**config.mk**
```make
export PLATFORM = sky130hd
export DESIGN_NAME = writeback_queue
export DESIGN_NICKNAME = d
export VERILOG_FILES = /design/src/rtl/mips_pkg.sv /design/src/rtl/wb_lookup.sv /design/src/rtl/writeback_queue.sv
export SDC_FILE = /design/constraint.sdc
export NUM_CORES = 1
export LEC_CHECK = 0
export CAP_MARGIN = 20
export CORE_MARGIN = 8
export CORE_UTILIZATION = 42
export DETAILED_ROUTE_END_ITERATION = 8
export GPL_TIMING_DRIVEN = 1
export PLACE_DENSITY = 0.67
export RECOVER_POWER = 25
export SLEW_MARGIN = 15
export SYNTH_ARGS = -nofsm -noshare
export SYNTH_HDL_FRONTEND = slang
export SYNTH_SLANG_ARGS = --single-unit
```
**constraint.sdc**
```tcl
create_clock -name CLOCK -period 3.1 [get_ports CLOCK]
set_input_delay 0.62 -clock CLOCK [delete_from_list [all_inputs] [get_ports CLOCK]]
set_output_delay 0.62 -clock CLOCK [all_outputs]
set_load 0.01 [all_outputs]
```
**src/rtl/mips_pkg.sv**
```systemverilog
// rtl/mips_pkg.sv - shared register-file widths and writeback entry type
package mips_pkg;

  localparam int REG_ADDR_WIDTH = 5;
  localparam int REG_DATA_WIDTH = 32;
  localparam int REG_ZERO       = 0;

  typedef struct packed {
    logic [REG_ADDR_WIDTH-1:0] addr;
    logic [REG_DATA_WIDTH-1:0] data;
  } wb_entry_t;

endpackage

```
**src/rtl/wb_lookup.sv**
```systemverilog
// rtl/wb_lookup.sv - youngest-match bypass search over the writeback queue
//   addrs, datas : entry array, indexed by physical slot
//   head, count  : oldest slot and number of valid entries
//   la           : lookup address (register 0 never hits)
//   hit, data    : match flag and data of the youngest matching entry (0 on miss)
module wb_lookup
  import mips_pkg::*;
#(
  parameter int DEPTH      = 4,
  parameter int DATA_WIDTH = REG_DATA_WIDTH,
  parameter int ADDR_WIDTH = REG_ADDR_WIDTH
) (
  input  logic [DEPTH-1:0][ADDR_WIDTH-1:0] addrs,
  input  logic [DEPTH-1:0][DATA_WIDTH-1:0] datas,
  input  logic [$clog2(DEPTH)-1:0]         head,
  input  logic [$clog2(DEPTH):0]           count,
  input  logic [ADDR_WIDTH-1:0]            la,
  output logic                             hit,
  output logic [DATA_WIDTH-1:0]            data
);

  localparam int PTR_W = $clog2(DEPTH);
  localparam int CNT_W = PTR_W + 1;

  logic [PTR_W-1:0] idx;

  // Walk from oldest to youngest; a later match overwrites an earlier one,
  // so the result is the entry closest to tail.
  always_comb begin
    hit  = 1'b0;
    data = '0;
    idx  = '0;
    for (int i = 0; i < DEPTH; i++) begin
      idx = head + PTR_W'(i);
      if ((CNT_W'(i) < count) && (addrs[idx] == la) &&
          (la != ADDR_WIDTH'(REG_ZERO))) begin
        hit  = 1'b1;
        data = datas[idx];
      end
    end
  end

endmodule

```
**src/rtl/writeback_queue.sv**
```systemverilog
// rtl/writeback_queue.sv - in-order buffered writer for the register file write port
//   CLOCK, RESET_N          : clock, asynchronous active-low reset
//   ALU_*, MEM_*            : write request handshakes (MEM has fixed priority)
//   WB_HOLD                 : suppress draining this cycle
//   WE, A3, WD              : register file write port, driven from the head entry
//   LA1/LA2, LHIT*, LDATA*  : bypass lookups over queued entries
//   COUNT, FULL, EMPTY      : occupancy
module writeback_queue
  import mips_pkg::*;
#(
  parameter int DEPTH      = 4,
  parameter int DATA_WIDTH = REG_DATA_WIDTH,
  parameter int ADDR_WIDTH = REG_ADDR_WIDTH
) (
  input  logic                     CLOCK,
  input  logic                     RESET_N,
  input  logic                     ALU_VALID,
  input  logic [ADDR_WIDTH-1:0]    ALU_ADDR,
  input  logic [DATA_WIDTH-1:0]    ALU_DATA,
  output logic                     ALU_READY,
  input  logic                     MEM_VALID,
  input  logic [ADDR_WIDTH-1:0]    MEM_ADDR,
  input  logic [DATA_WIDTH-1:0]    MEM_DATA,
  output logic                     MEM_READY,
  input  logic                     WB_HOLD,
  output logic                     WE,
  output logic [ADDR_WIDTH-1:0]    A3,
  output logic [DATA_WIDTH-1:0]    WD,
  input  logic [ADDR_WIDTH-1:0]    LA1,
  input  logic [ADDR_WIDTH-1:0]    LA2,
  output logic                     LHIT1,
  output logic                     LHIT2,
  output logic [DATA_WIDTH-1:0]    LDATA1,
  output logic [DATA_WIDTH-1:0]    LDATA2,
  output logic [$clog2(DEPTH):0]   COUNT,
  output logic                     FULL,
  output logic                     EMPTY
);

  localparam int PTR_W = $clog2(DEPTH);
  localparam int CNT_W = PTR_W + 1;

  logic [DEPTH-1:0][ADDR_WIDTH-1:0] addr_mem;
  logic [DEPTH-1:0][DATA_WIDTH-1:0] data_mem;
  logic [PTR_W-1:0]                 head;
  logic [PTR_W-1:0]                 tail;
  logic [CNT_W-1:0]                 count;

  logic                             mem_fire;
  logic                             alu_fire;
  logic [ADDR_WIDTH-1:0]            in_addr;
  logic [DATA_WIDTH-1:0]            in_data;
  logic                             push;
  logic                             pop;

  assign FULL  = (count == CNT_W'(DEPTH));
  assign EMPTY = (count == '0);
  assign COUNT = count;

  // Readiness depends on occupancy only, so WB_HOLD never reaches READY and
  // a pop in the same cycle does not open a slot for a full queue.
  assign MEM_READY = !FULL;
  assign ALU_READY = !FULL && !MEM_VALID;

  assign mem_fire = MEM_VALID && MEM_READY;
  assign alu_fire = ALU_VALID && ALU_READY;
  assign in_addr  = mem_fire ? MEM_ADDR : ALU_ADDR;
  assign in_data  = mem_fire ? MEM_DATA : ALU_DATA;

  // Writes to register 0 complete the handshake but never occupy a slot.
  assign push = (mem_fire || alu_fire) && (in_addr != ADDR_WIDTH'(REG_ZERO));

  assign WE  = !EMPTY && !WB_HOLD;
  assign pop = WE;
  assign A3  = EMPTY ? '0 : addr_mem[head];
  assign WD  = EMPTY ? '0 : data_mem[head];

  always_ff @(posedge CLOCK or negedge RESET_N) begin
    if (!RESET_N) begin
      head  <= '0;
      tail  <= '0;
      count <= '0;
    end else begin
      if (push) tail <= tail + 1'b1;
      if (pop)  head <= head + 1'b1;
      case ({push, pop})
        2'b10:   count <= count + 1'b1;
        2'b01:   count <= count - 1'b1;
        default: count <= count;
      endcase
    end
  end

  // Payload storage carries no reset; slots are only observed while counted.
  always_ff @(posedge CLOCK) begin
    if (push) begin
      addr_mem[tail] <= in_addr;
      data_mem[tail] <= in_data;
    end
  end

  wb_lookup #(
    .DEPTH      (DEPTH),
    .DATA_WIDTH (DATA_WIDTH),
    .ADDR_WIDTH (ADDR_WIDTH)
  ) u_lookup1 (
    .addrs (addr_mem),
    .datas (data_mem),
    .head  (head),
    .count (count),
    .la    (LA1),
    .hit   (LHIT1),
    .data  (LDATA1)
  );

  wb_lookup #(
    .DEPTH      (DEPTH),
    .DATA_WIDTH (DATA_WIDTH),
    .ADDR_WIDTH (ADDR_WIDTH)
  ) u_lookup2 (
    .addrs (addr_mem),
    .datas (data_mem),
    .head  (head),
    .count (count),
    .la    (LA2),
    .hit   (LHIT2),
    .data  (LDATA2)
  );

endmodule

```
==> impl_metrics.csv <==
group,metric,value,unit
critical_path,crit_top_cell,"buf_6",
synth,syn_area_per_cell,11.2,um2
synth,ys.flop_type,"edfxtp_1",
synth,netlist_area,12100,um2
synth,yosysUniqueCellTypes,54,
worst_hold_path,hp-start,"COUNT[0]",
global_routing,grt_max_degree,79,
cells_and_area,drive_above_1_share,45.8,%
synth,synth_area_leader_cell,"edfxtp_1",
sta,slew_headroom,37.0,%
floorplan,coreArea,28600,um2
clock_network,clk_latency,0.43,ns
synth,yosysMostFrequentCell,"edfxtp_1",
sta,hold_violations,0,
floorplan,num_io_pins,200,
clock_network,cts_buffers,17,
power,p_seq_share,17.5,%
job,max-cap-violations,0,
synth,synth_seq_cells,155,
synth,async_flop_share,4.52,%
power,powerDensity,1120,nW/um2
power,ir_worst_vdd,0.608,mV
route,drt-pass1-iter-count,6,
placement,port_buffers,199,
synth,synth_edf_count,148,
floorplan,dieArea,34600,um2
floorplan,rows,62,
critical_path,worstPathArrival,3.30,ns
critical_path,cp_slowest_stage_delay,0.52,ns
route,route.antenna.remaining_nets,0,
floorplan,die_y,186,um
power,switchingPower,9000,uW
power,clockPowerShare,9.2,%
power,combPwrFrac,73.3,%
critical_path,reg2reg_from,"COUNT[1]",
synth,synth_top_family_by_area,"multiplexers",
critical_path,startpoint_type,"flip-flop",
synth,synthXorXnorAreaFrac,3.36,%
sta,fin_ws,-0.818,ns
synth,yosysSeqAreaShare,38.0,%
critical_path,cp-end-kind,"primary output",
synth,synthMuxAreaShare,26.8,%
sta,drv_slew,0,
route,vias,11312,
route,routed_via_density,6.20,
synth,synthCells,1080,
sta,worst_slew_pin_slew,0.945,ns
global_routing,antenna_found_initial,2,
clock_network,cts_tree,"yes",
synth,synth_compound_area_share,13.8,%
clock_network,root_buffer,"clkbuf_16",
route,drt_iter0_drc,1262,
power,p_int,11400,uW
sta,rsz0062_at_grt,"true",
clock_network,clockBufferDepth,2,
power,p_leak,0.00695,uW
sta,finalCriticalPeriod,3.92,ns
floorplan,die_width,186,um
synth,synth.top_cell.area_share,36.6,%
synth,synthAdderAreaFrac,0.824,%
sta,period_share,126,%
cells_and_area,utilization,63.7,%
route,wl,44600,um
placement,dp_slack,-0.813,ns
cells_and_area,layout.nets,1524,
placement,post-dp-hpwl,26300,um
synth,ys_top_cells_by_area,"edfxtp_1, mux4_2, mux2i_1",
synth,netlist_top_cells_count,"edfxtp_1, nand2_1, mux2i_1, mux2_2, mux4_2",
clock_network,htreeDepth,4,
sta,clock_skew,0.00836,ns
global_routing,grt_usage,24.7,%
synth,synth-simple-area-share,12.1,%
cells_and_area,areaGrowthSynthToFinish,50.0,%
route,wire_per_inst,24.5,um
sta,hold_ws,0.535,ns
power,swShare,44.0,%
placement,place_congestion,0.920,
route,drc,0,
clock_network,clk_pin_slew,0.06,ns
critical_path,worstPathCellList,"buf_12 > mux4_2 > buf_6 > xor2_4 > nor4_4 > buf_4 > and2_4 > nand2_8 > clkbuf_16 > o221ai_4 > buf_6",
critical_path,crit_fanout,8,
worst_hold_path,hp-class,"flip-flop to flip-flop",
floorplan,start_util,42.4,%
status,status,"complete, but fails checks",
critical_path,cp_data_required_time,2.48,ns
sta,fmax,255,MHz
synth,yosysWarnings,0,
critical_path,crit_type,"flip-flop to primary output",
global_routing,grt_pass1_wl,65800,um
clock_network,cts_sinks,155,
synth,synth.net_count,1177,
critical_path,cpMaxStageDelayCell,"dfrtp_4",
status,violations,"negative setup slack",
critical_path,crit_path_start,"head[0]",
global_routing,grt-ovfl-total,0,
sta,finalSetupViolations,91,
global_routing,grt_pass1_vias,11387,
layout make-up:
class / instances / area (um2)
repair buffers: 436 / 4510
well taps: 384 / 480
diodes: 1 / 2.50
fillers: 2076 / 10400
clock buffers: 19 / 433
clock inverters: 13 / 78.8
inverters: 12 / 52.6
multi-input cells: 805 / 8040
flip-flops and latches: 155 / 4630
metrics by stage:
stage / cells / total power (uW) / setup TNS (ns) / instance area, um2
global placement: 1700 / 15400 / -58.24 / 15500
detailed placement: 1700 / 15600 / -56.70 / 15500
finish: 1825 / 20400 / -50.55 / 18200
global route: 1824 / 21400 / -58.41 / 18200
floorplan: 1080 / 10600 / 0 / 12200
CTS: 1797 / 19300 / -45.28 / 17500
critical path, delay by kind of cell, from the launching register on:
family	cells	cell delay (ns)
buffers and inverters	5	0.83
xor gates and xnor gates	1	0.15
AOI/OAI and AO/OA	1	0.17
DFF	1	0.52
muxes	1	0.48
and+or+nand+nor	3	0.72
cells in the final DEF (no fill, tap or decap), types with 9 or more instances in the layout:
cell type and instances:
o221ai_4 20, buf_6 71, mux2i_1 75, nor3_1 13, nor2_1 47, edfxtp_1 148
a21oi_1 29, xnor2_1 21, clkdlybuf4s50_1 99, buf_16 10, buf_12 38, a311oi_2 15
buf_2 66, clkbuf_16 21, buf_4 126, a21o_1 24, mux2_2 75, mux2i_4 9
nor2b_1 57, o221ai_2 10, inv_1 11, o21ai_2 16, o21ai_1 12, o21ai_0 35
nand2_1 90, nand4_1 29, mux4_2 66, a211oi_1 26, xnor2_2 12
layer usage:
metal	up-vias	track usage (%)	share of wire (%)
met5	-	0	0.029
met4	2	12.3	4.2
met3	155	4.37	8.9
met2	734	41.1	49
met1	5527	30.7	38
li1	4894	-	-
power groups by stage:
stage | combinational (uW) | clock, uW | sequential, uW
6_report | 15000 | 1880 | 3590
5_1_grt | 15800 | 1980 | 3660
4_1_cts | 13900 | 1890 | 3550
3_5_place_dp | 11900 | 0 | 3660
3_3_place_gp | 11800 | 0 | 3600
2_1_floorplan | 7150 | 0 | 3430
final timing paths:
kind | endpoint | slack, ns | cells past startpoint
worst max-delay path | LDATA2[14] | -0.82 | 11
worst min-delay path | COUNT[0] | 0.54 | 1
worst max register to register | data_mem[54] | 0.37 | 10
worst min register to register | COUNT[0] | 0.54 | 1
max in group asynchronous | head[1] | 2.23 | 1
min in group asynchronous | tail[0] | 0.55 | 1
cells by family after synthesis:
kind of cell	Yosys count
flops	155
compound gates	229
simple gates	291
mux	232
xor+xnor	44
fa+ha+maj	8
buf+inv	121
what timing repair did:
action                     CTS  global route
hold buffers                 0             0
cloned                      16             4
setup buffers               55            29
gates resized for setup    537           132
pin swaps                   73            40
setup endpoints to repair   99           207
state kept, by name, indices dropped and copies added, names as in the netlist:
name and flops:
COUNT 3, addr_mem 20, tail 2, head 2, data_mem 128
Note: power is estimated with default switching activity, not from simulation.
